<file path="src/rtl/cpu_pkg.sv">
// Shared CPU definitions: opcodes, writeback select, pipeline control types.
package cpu_pkg;

  typedef enum logic [6:0] {
    OP_LUI    = 7'b0110111,
    OP_AUIPC  = 7'b0010111,
    OP_JAL    = 7'b1101111,
    OP_JALR   = 7'b1100111,
    OP_BRANCH = 7'b1100011,
    OP_LOAD   = 7'b0000011,
    OP_STORE  = 7'b0100011,
    OP_IMM    = 7'b0010011,
    OP_REG    = 7'b0110011
  } opcode_e;

  typedef enum logic [1:0] {
    WB_ALU = 2'd0,
    WB_MEM = 2'd1,
    WB_PC4 = 2'd2,
    WB_IMM = 2'd3
  } wb_sel_e;

  // Memory-side FSM; it only feeds the watchdog, never the stage controls.
  typedef enum logic {
    RUN      = 1'b0,
    MEM_WAIT = 1'b1
  } pipe_state_e;

  typedef struct packed {
    logic pc_en;
    logic if_id_en;
    logic id_ex_en;
    logic ex_mem_en;
    logic mem_wb_en;
    logic if_id_flush;
    logic id_ex_flush;
  } stage_ctrl_t;

  // Canned control words for each pipeline action.
  localparam stage_ctrl_t CTRL_RUN      = '{1'b1, 1'b1, 1'b1, 1'b1, 1'b1, 1'b0, 1'b0};
  localparam stage_ctrl_t CTRL_FREEZE   = '{1'b0, 1'b0, 1'b0, 1'b0, 1'b0, 1'b0, 1'b0};
  localparam stage_ctrl_t CTRL_BRANCH   = '{1'b1, 1'b1, 1'b1, 1'b1, 1'b1, 1'b1, 1'b1};
  localparam stage_ctrl_t CTRL_LOAD_USE = '{1'b0, 1'b0, 1'b1, 1'b1, 1'b1, 1'b0, 1'b1};

endpackage

</file>
<file path="src/rtl/hazard_detect.sv">
// Load-use hazard compare between the load in EX and the sources read in ID.
module hazard_detect (
  input  logic       i_ex_is_load,
  input  logic [4:0] i_ex_rd,
  input  logic [4:0] i_id_rs1,
  input  logic [4:0] i_id_rs2,
  input  logic       i_id_use_rs1,
  input  logic       i_id_use_rs2,
  output logic       o_load_use
);

  logic w_hit_rs1;
  logic w_hit_rs2;

  // x0 never carries a real dependency, so loads targeting it never stall.
  always_comb begin
    w_hit_rs1  = i_id_use_rs1 && (i_id_rs1 == i_ex_rd);
    w_hit_rs2  = i_id_use_rs2 && (i_id_rs2 == i_ex_rd);
    o_load_use = i_ex_is_load && (i_ex_rd != 5'd0) && (w_hit_rs1 || w_hit_rs2);
  end

endmodule

</file>
<file path="src/rtl/pipeline_ctrl.sv">
// 5-stage pipeline control: freeze/branch/load-use arbitration, memory
// watchdog and saturating stall/flush performance counters.
module pipeline_ctrl
  import cpu_pkg::*;
#(
  parameter int TIMEOUT_CYCLES = 255,
  parameter int CNT_W          = 32
) (
  input  logic             clk,
  input  logic             rst,
  input  logic [4:0]       id_rs1,
  input  logic [4:0]       id_rs2,
  input  logic             id_use_rs1,
  input  logic             id_use_rs2,
  input  logic [4:0]       ex_rd,
  input  logic             ex_is_load,
  input  logic             ex_branch_taken,
  input  logic             mem_req,
  input  logic             mem_ready,
  output logic             pc_en,
  output logic             if_id_en,
  output logic             id_ex_en,
  output logic             ex_mem_en,
  output logic             mem_wb_en,
  output logic             if_id_flush,
  output logic             id_ex_flush,
  output logic             mem_timeout,
  output logic [CNT_W-1:0] stall_cnt,
  output logic [CNT_W-1:0] flush_cnt
);

  localparam int WAIT_W = ($clog2(TIMEOUT_CYCLES + 1) > 8) ? $clog2(TIMEOUT_CYCLES + 1) : 8;
  localparam logic [WAIT_W-1:0] WAIT_LIMIT = WAIT_W'(TIMEOUT_CYCLES);

  pipe_state_e       r_state;
  pipe_state_e       w_state_nxt;
  logic [WAIT_W-1:0] r_wait_cnt;
  logic [WAIT_W-1:0] w_wait_nxt;
  logic              r_timeout;
  logic [CNT_W-1:0]  r_stall_cnt;
  logic [CNT_W-1:0]  r_flush_cnt;
  logic              w_freeze;
  logic              w_load_use;
  logic              w_stall_evt;
  logic              w_flush_evt;
  stage_ctrl_t       w_ctrl;

  hazard_detect u_hazard (
    .i_ex_is_load (ex_is_load),
    .i_ex_rd      (ex_rd),
    .i_id_rs1     (id_rs1),
    .i_id_rs2     (id_rs2),
    .i_id_use_rs1 (id_use_rs1),
    .i_id_use_rs2 (id_use_rs2),
    .o_load_use   (w_load_use)
  );

  assign w_freeze = mem_req && !mem_ready;

  // Stage controls: reset > freeze > branch > load-use > run. A branch seen
  // during freeze simply waits in EX and wins on the first unfrozen cycle.
  always_comb begin
    w_ctrl      = CTRL_RUN;
    w_stall_evt = 1'b0;
    w_flush_evt = 1'b0;
    if (rst) begin
      w_ctrl = CTRL_RUN;
    end else if (w_freeze) begin
      w_ctrl      = CTRL_FREEZE;
      w_stall_evt = 1'b1;
    end else if (ex_branch_taken) begin
      w_ctrl      = CTRL_BRANCH;
      w_flush_evt = 1'b1;
    end else if (w_load_use) begin
      w_ctrl      = CTRL_LOAD_USE;
      w_stall_evt = 1'b1;
    end
  end

  assign pc_en       = w_ctrl.pc_en;
  assign if_id_en    = w_ctrl.if_id_en;
  assign id_ex_en    = w_ctrl.id_ex_en;
  assign ex_mem_en   = w_ctrl.ex_mem_en;
  assign mem_wb_en   = w_ctrl.mem_wb_en;
  assign if_id_flush = w_ctrl.if_id_flush;
  assign id_ex_flush = w_ctrl.id_ex_flush;

  // Next state and watchdog count. The count includes the cycle in which the
  // wait is first seen, so it equals the number of consecutive frozen cycles.
  always_comb begin
    w_state_nxt = r_state;
    case (r_state)
      RUN:      if (w_freeze) w_state_nxt = MEM_WAIT;
      MEM_WAIT: if (mem_ready || !mem_req) w_state_nxt = RUN;
      default:  w_state_nxt = RUN;
    endcase
    if (w_state_nxt == RUN) w_wait_nxt = '0;
    else if (r_wait_cnt != '1) w_wait_nxt = r_wait_cnt + 1'b1;
    else w_wait_nxt = r_wait_cnt;
  end

  // State register, watchdog and sticky timeout flag.
  always_ff @(posedge clk) begin
    if (rst) begin
      r_state    <= RUN;
      r_wait_cnt <= '0;
      r_timeout  <= 1'b0;
    end else begin
      r_state    <= w_state_nxt;
      r_wait_cnt <= w_wait_nxt;
      if (w_state_nxt == MEM_WAIT && w_wait_nxt >= WAIT_LIMIT) r_timeout <= 1'b1;
    end
  end

  // Saturating performance counters.
  always_ff @(posedge clk) begin
    if (rst) begin
      r_stall_cnt <= '0;
      r_flush_cnt <= '0;
    end else begin
      if (w_stall_evt && r_stall_cnt != '1) r_stall_cnt <= r_stall_cnt + 1'b1;
      if (w_flush_evt && r_flush_cnt != '1) r_flush_cnt <= r_flush_cnt + 1'b1;
    end
  end

  assign mem_timeout = r_timeout;
  assign stall_cnt   = r_stall_cnt;
  assign flush_cnt   = r_flush_cnt;

endmodule

</file>
<file path="config.mk">
export PLATFORM = sky130hd
export DESIGN_NAME = pipeline_ctrl
export DESIGN_NICKNAME = d
export VERILOG_FILES = /design/src/rtl/cpu_pkg.sv /design/src/rtl/hazard_detect.sv /design/src/rtl/pipeline_ctrl.sv
export SDC_FILE = /design/constraint.sdc
export NUM_CORES = 1
export LEC_CHECK = 0
export ABC_AREA = 1
export ABC_CLOCK_PERIOD_IN_PS = 3500
export CORE_AREA = 2 2 114 116
export CTS_BUF_LIST = sky130_fd_sc_hd__clkbuf_8
export DETAILED_ROUTE_END_ITERATION = 8
export DIE_AREA = 0 0 116 118
export HOLD_SLACK_MARGIN = 0.05
export SYNTH_ARGS = -nofsm -noshare
export SYNTH_HDL_FRONTEND = slang
export SYNTH_SLANG_ARGS = --single-unit
</file>
<file path="constraint.sdc">
create_clock -name clk -period 3.5 [get_ports clk]
set_input_delay 0.7 -clock clk [delete_from_list [all_inputs] [get_ports clk]]
set_output_delay 0.7 -clock clk [all_outputs]
set_load 0.02 [all_outputs]
</file>
# Word-level counts from Yosys, hierarchy flattened
# Index checks and enable logic that the tools add are counted.
# Widths: inputs -> output; s select.
[totals] reg_bits=74 word_cells=44
[classes] n_addsub=3 muxes=16 bitwise=1 eq_ne=5 magnitude_cmp=1 reduce_logical=13
[op_table] operator="$add 32x1->32 const B" n=2
[op_table] operator="$ne 32x32->1 const B" n=2
[op_table] operator="$mux 7" n=4
[op_table] operator="$mux 8" n=2
[op_table] operator="$eq 5x5->1" n=2
[op_table] operator="$mux 1" n=9
[op_table] operator="$add 8x1->8 const B" n=1
[op_table] operator="$ge 8x8->1 const B" n=1
[op_table] operator="$logic_and 1x1->1" n=8
[op_table] operator="$ne 8x8->1 const B" n=1
[op_table] operator="$reduce_bool 5->1" n=1
[op_table] operator="$logic_not 1->1" n=2
[op_table] operator="$logic_or 1x1->1" n=2
[op_table] operator="$pmux 1 s2" n=1
[op_table] operator="$not 1->1" n=1

# Logic depth before layout (Yosys ltp)
[depth] depth_word=9 ltp_mapped=12 depth_no_buf=12

# Hierarchy
# A second synthesis with hierarchy kept.
[unflattened] cells_unflattened=810 hier_area_um2=4845.9
[modules_own_cells] mod="pipeline_ctrl" cells_each=755 area_each_um2=4629.4 n_inst=1 seq_area_each_um2=1461.4
[modules_own_cells] mod="hazard_detect" cells_each=55 area_each_um2=216.5 n_inst=1 seq_area_each_um2=0.0

# Least setup slack after synthesis
# No wires, ideal clock.
[synth_path] path_kind="input to output" startpoint="input mem_req" endpoint="output pc_en" t_arrival_ps=1920 path_slack_ps=880 stages=9 path_buffers=2 required_ps=2800 cell_sequence="inv_1 > nor2_2 > inv_1 > nor2_2 > inv_1 > nand2_2 > buf_2 > inv_1 > buf_4"
[synth_between] elab_chain_cells=3
[synth_rtl] item="start, declared" line_no="pipeline_ctrl.sv:18" rtl="input logic mem_req,"
[synth_rtl] item="$logic_and 1x1->1" line_no="pipeline_ctrl.sv:58" rtl="assign w_freeze = mem_req && !mem_ready;"
[synth_rtl] item="$mux 7" line_no="pipeline_ctrl.sv:68" rtl="end else if (w_freeze) begin"
[synth_rtl] item="$mux 7" line_no="pipeline_ctrl.sv:66" rtl="if (rst) begin"
[synth_rtl] item="end, declared" line_no="pipeline_ctrl.sv:20" rtl="output logic pc_en,"
# Every way passes these cells.

# Worst setup path in the final report
[layout_path] startpoint="input ex_rd[4]" endpoint="output id_ex_flush"
[layout_between] elab_chain_cells=8 word_cells_on_any_way=12
[layout_rtl] item="start, declared" line_no="pipeline_ctrl.sv:15" rtl="input logic [4:0] ex_rd,"
[layout_rtl] item="$eq 5x5->1 (on tied branches)" line_no="hazard_detect.sv:17, hazard_detect.sv:18"
[layout_rtl] item="$logic_and 1x1->1 (on tied branches)" line_no="hazard_detect.sv:17, hazard_detect.sv:18"
[layout_rtl] item="$logic_or 1x1->1" line_no="hazard_detect.sv:19" rtl="o_load_use = i_ex_is_load && (i_ex_rd != 5'd0) && (w_hit_rs1 || w_hit_rs2);"
[layout_rtl] item="$logic_and 1x1->1 *" line_no="hazard_detect.sv:19"
[layout_rtl] item="$mux 7 *" line_no="pipeline_ctrl.sv:74" rtl="end else if (w_load_use) begin"
[layout_rtl] item="$mux 7 *" line_no="pipeline_ctrl.sv:71" rtl="end else if (ex_branch_taken) begin"
[layout_rtl] item="$mux 7 *" line_no="pipeline_ctrl.sv:68"
[layout_rtl] item="$mux 7 *" line_no="pipeline_ctrl.sv:66"
[layout_rtl] item="end, declared" line_no="pipeline_ctrl.sv:26" rtl="output logic id_ex_flush,"
# Mark *: on every way between the ends. The rest lies on a longest branch, timed or not.

==> metrics.md <==
| Metric | Value |
|---|---|
| Yosys reg bits | `73` |
| Synth Net Count | `797` |
| Part of the cycle the worst path needs | `90.9%` |
| Area delta synth->final | `25.5%` |
| Top delay family on crit path | `buffers and inverters` |
| Synth cell types | `34` |
| Setup TNS | `0 ns` |
| Met1 WL | `6240 um` |
| CP Class | `primary input to primary output` |
| Warnings, synthesis | `0` |
| Root buf cell | `clkbuf_8` |
| Worst EP arrival | `2.48 ns` |
| Die Y | `118 um` |
| Routed vias | `5,077` |
| Met3 WL | `536 um` |
| First-pass GRT wire length | `22,800 um` |
| Slew HR | `58.3%` |
| Area leader, netlist | `dfxtp_1` |
| Pleak | `2.14 nW` |
| Cts hold-fix bufs | `0` |
| Critical path launch point type | `primary input` |
| Detailed Route WL | `13,400 um` |
| Post-CTS sizing | `0` |
| Slew Viols, Final | `0` |
| Crit. End Element | `primary output` |
| Top Metal Used | `met4` |
| Largest net degree at the start of global routing | `37` |
| # diodes | `0` |
| Worst path cell trace | `clkdlybuf4s50_1 -> inv_1 -> nand2_1 -> nand2_1 -> nor2_1 -> nand3_1 -> nand2_1 -> nand2_1 -> a21oi_1 -> clkdlybuf4s50_1` |
| Commonest non-fill, non-tap cells in the layout | `nand2_1, nor2_1, clkdlybuf4s50_1` |
| Worst path slowest cell | `clkdlybuf4s50_1` |
| Seq/Total Area, Yosys | `30.1%` |
| Hold path cells | `2` |
| Total CTS buffers | `9` |
| Initial antenna violation count | `0` |
| Commonest non-fill, non-tap cell in the layout | `nand2_1` |
| Initial DRT Pass Iterations | `4` |
| Hold crit path type | `flop to flop` |
| Setup Skew | `0.00552 ns` |
| Port Buffer Count | `94` |
| Max incr delay on CP | `0.64 ns` |
| Max H-tree Level | `3` |
| DR WL/cell | `13.0 um` |
| Share of cells above drive strength 1 | `9.98%` |
| Yosys top cell area share | `30.1%` |
| Crit-path max FO | `4` |
| Worst-skew pair later-pin latency | `0.36 ns` |
| Vias per std cell | `4.91` |
| Post-layout minimum cycle time | `3.18 ns` |
| RSZ-0062 raised after global routing | `no` |
| Global placement routability congestion | `0.922` |
| Max_cap viols | `0` |
| Grt ovf | `0` |
| Clock Tree Buf Depth | `2` |
| Hpwl dp | `10,000 um` |
| Initial Utilization | `39.1%` |
| DRC viols | `0` |
| PD cells | `270 nW/um2` |
| Outcome | `completed` |
| Max VDD drop | `0.000185 V` |
| Mapped Area | `4850 um2` |
| Rows | `41` |
| Final core utilization | `49.1%` |
| CTS tree | `yes` |
| Mapped Avg Cell Area | `6.30 um2` |
| Nets | `884` |
| Violation count after the first detailed-route iteration | `328` |
| Worst EP required | `2.80 ns` |
| Met2 wire len | `6290 um` |
| Die width | `116 um` |
| Die area | `13,700 um2` |
| Fmax achieved | `314 MHz` |
| Main flop type after synthesis | `dfxtp_1` |
| Final hold vios | `0` |
| Largest cells by area after synthesis | `dfxtp_1, nand2_1, nor2_1, nand3_1, inv_1` |
| CTS clk-pin slew, worst paths | `0.07 ns` |
| Io pins | `95` |
| Final setup viols | `0` |
| Least-Margin Pin Slew | `0.626 ns` |
| Setup Fix Bufs, Post-CTS | `0` |
| Hold Path Sink | `mem_timeout$_SDFFE_PP0P_` |
| Vias in the first global route | `4,821` |
| Core footprint | `12,400 um2` |
| Reg2Reg Depth | `10` |
| TritonCTS Sinks | `73` |
| Cells after Synth | `771` |
| Worst R2R Start | `stall_cnt[0]$_SDFFE_PP0P_` |
| CP Buf/Inv Count | `3` |
| GRT Total Usage | `20.5%` |
| Most used cell, CP | `nand2_1` |
| Terminus of the critical flop-to-flop path | `stall_cnt[22]$_SDFFE_PP0P_` |
| Hold_sp | `mem_timeout$_SDFFE_PP0P_` |
| Flop-to-flop setup slack | `1.15 ns` |
| Post-DRT Antenna Nets | `0` |
| Ys async rst share | `0%` |
| Number of synthesized flops with an enable pin | `0` |
==> report_power, final <==
part	switching, W	leakage (nW)	total, W	internal [W]
Clock	0.000323	0.106	0.000683	0.000360
Combinational	0.0000779	1.45	0.000128	0.0000499
Sequential	0.00000404	0.588	0.000837	0.000833
Total	0.000405	2.14	0.00165	0.00124
==> how the worst max path moves through the flow <==
| stage | from | to | slack [ns] | cells past startpoint |
|---|---|---|---|---|
| 6_report | ex_rd[4] | id_ex_flush | 0.32 | 10 |
| 3_5_place_dp | ex_rd[4] | id_ex_flush | 0.32 | 10 |
| 5_1_grt | ex_rd[0] | if_id_en | 0.12 | 9 |
| 2_1_floorplan | mem_req | pc_en | 0.88 | 9 |
| 4_1_cts | ex_rd[4] | id_ex_flush | 0.31 | 10 |
| 3_3_place_gp | ex_rd[2] | if_id_en | 0.35 | 9 |
==> kinds of logic after synthesis <==
kind of cell	Yosys count	synth area share, %
AOI/OAI and AO/OA	75	9.48
xor gates and xnor gates	32	5.77
adders and majority gates	3	0.773
buffers and inverters	96	8.66
DFF	73	30.1
and+or+nand+nor	492	45.2
==> through the flow <==
stage | cells | area (um2) | setup slack (ns) | hold slack, ns | total power, W
floorplan | 771 | 4850 | 0.880 | 0.481 | 0.000935
global placement | 1019 | 5900 | 0.349 | 0.438 | 0.000983
detailed placement | 1019 | 5900 | 0.316 | 0.448 | 0.000985
CTS | 1034 | 6090 | 0.311 | 0.462 | 0.00167
global route | 1034 | 6090 | 0.116 | 0.476 | 0.00171
finish | 1034 | 6090 | 0.319 | 0.458 | 0.00165
==> synthesized netlist by cell type (all sizes together), types with 7 or more instances <==
| library cell | instances |
|---|---|
| nand2 | 255 |
| nor2 | 114 |
| dfxtp | 73 |
| inv | 73 |
| nand3 | 70 |
| a21oi | 55 |
| nor3 | 26 |
| xor2 | 24 |
| buf | 16 |
| o21ai | 15 |
| nand4 | 14 |
| nand3b | 10 |
| xnor2 | 8 |
| clkbuf | 7 |
==> worst reg2reg max path, cell delays in order, from the launching register on <==
cell and delay (ns):
dfxtp_1 0.47, ha_1 0.33, nand3_2 0.13, nor2_4 0.15, nand3_1 0.12, nor2_1 0.15
nand3_1 0.44, nand2_1 0.19, inv_1 0.07, a21oi_1 0.14, nor2_1 0.06
==> area by class of cell <==
type | count | area [um2]
clock buffers | 11 | 151
flip-flops and latches | 73 | 1460
well taps | 172 | 215
multi-input cells | 602 | 2970
repair buffers | 99 | 973
inverters | 73 | 274
fillers | 1318 | 6320
clock inverters | 4 | 43.8
==> state kept, by name, summed over array words and instances (netlist names) <==
name and flops:
r_wait_cnt 8, stall_cnt 32, mem_timeout 1, flush_cnt 32
==> per-layer routing <==
metal | GRT usage (%) | vias up
met1 | 26.7 | 2288
li1 | - | 2635
met5 | 0 | -
met2 | 33.3 | 129
met3 | 3.30 | 25
met4 | 8.78 | 0
Power figures use the tool's default switching activity.
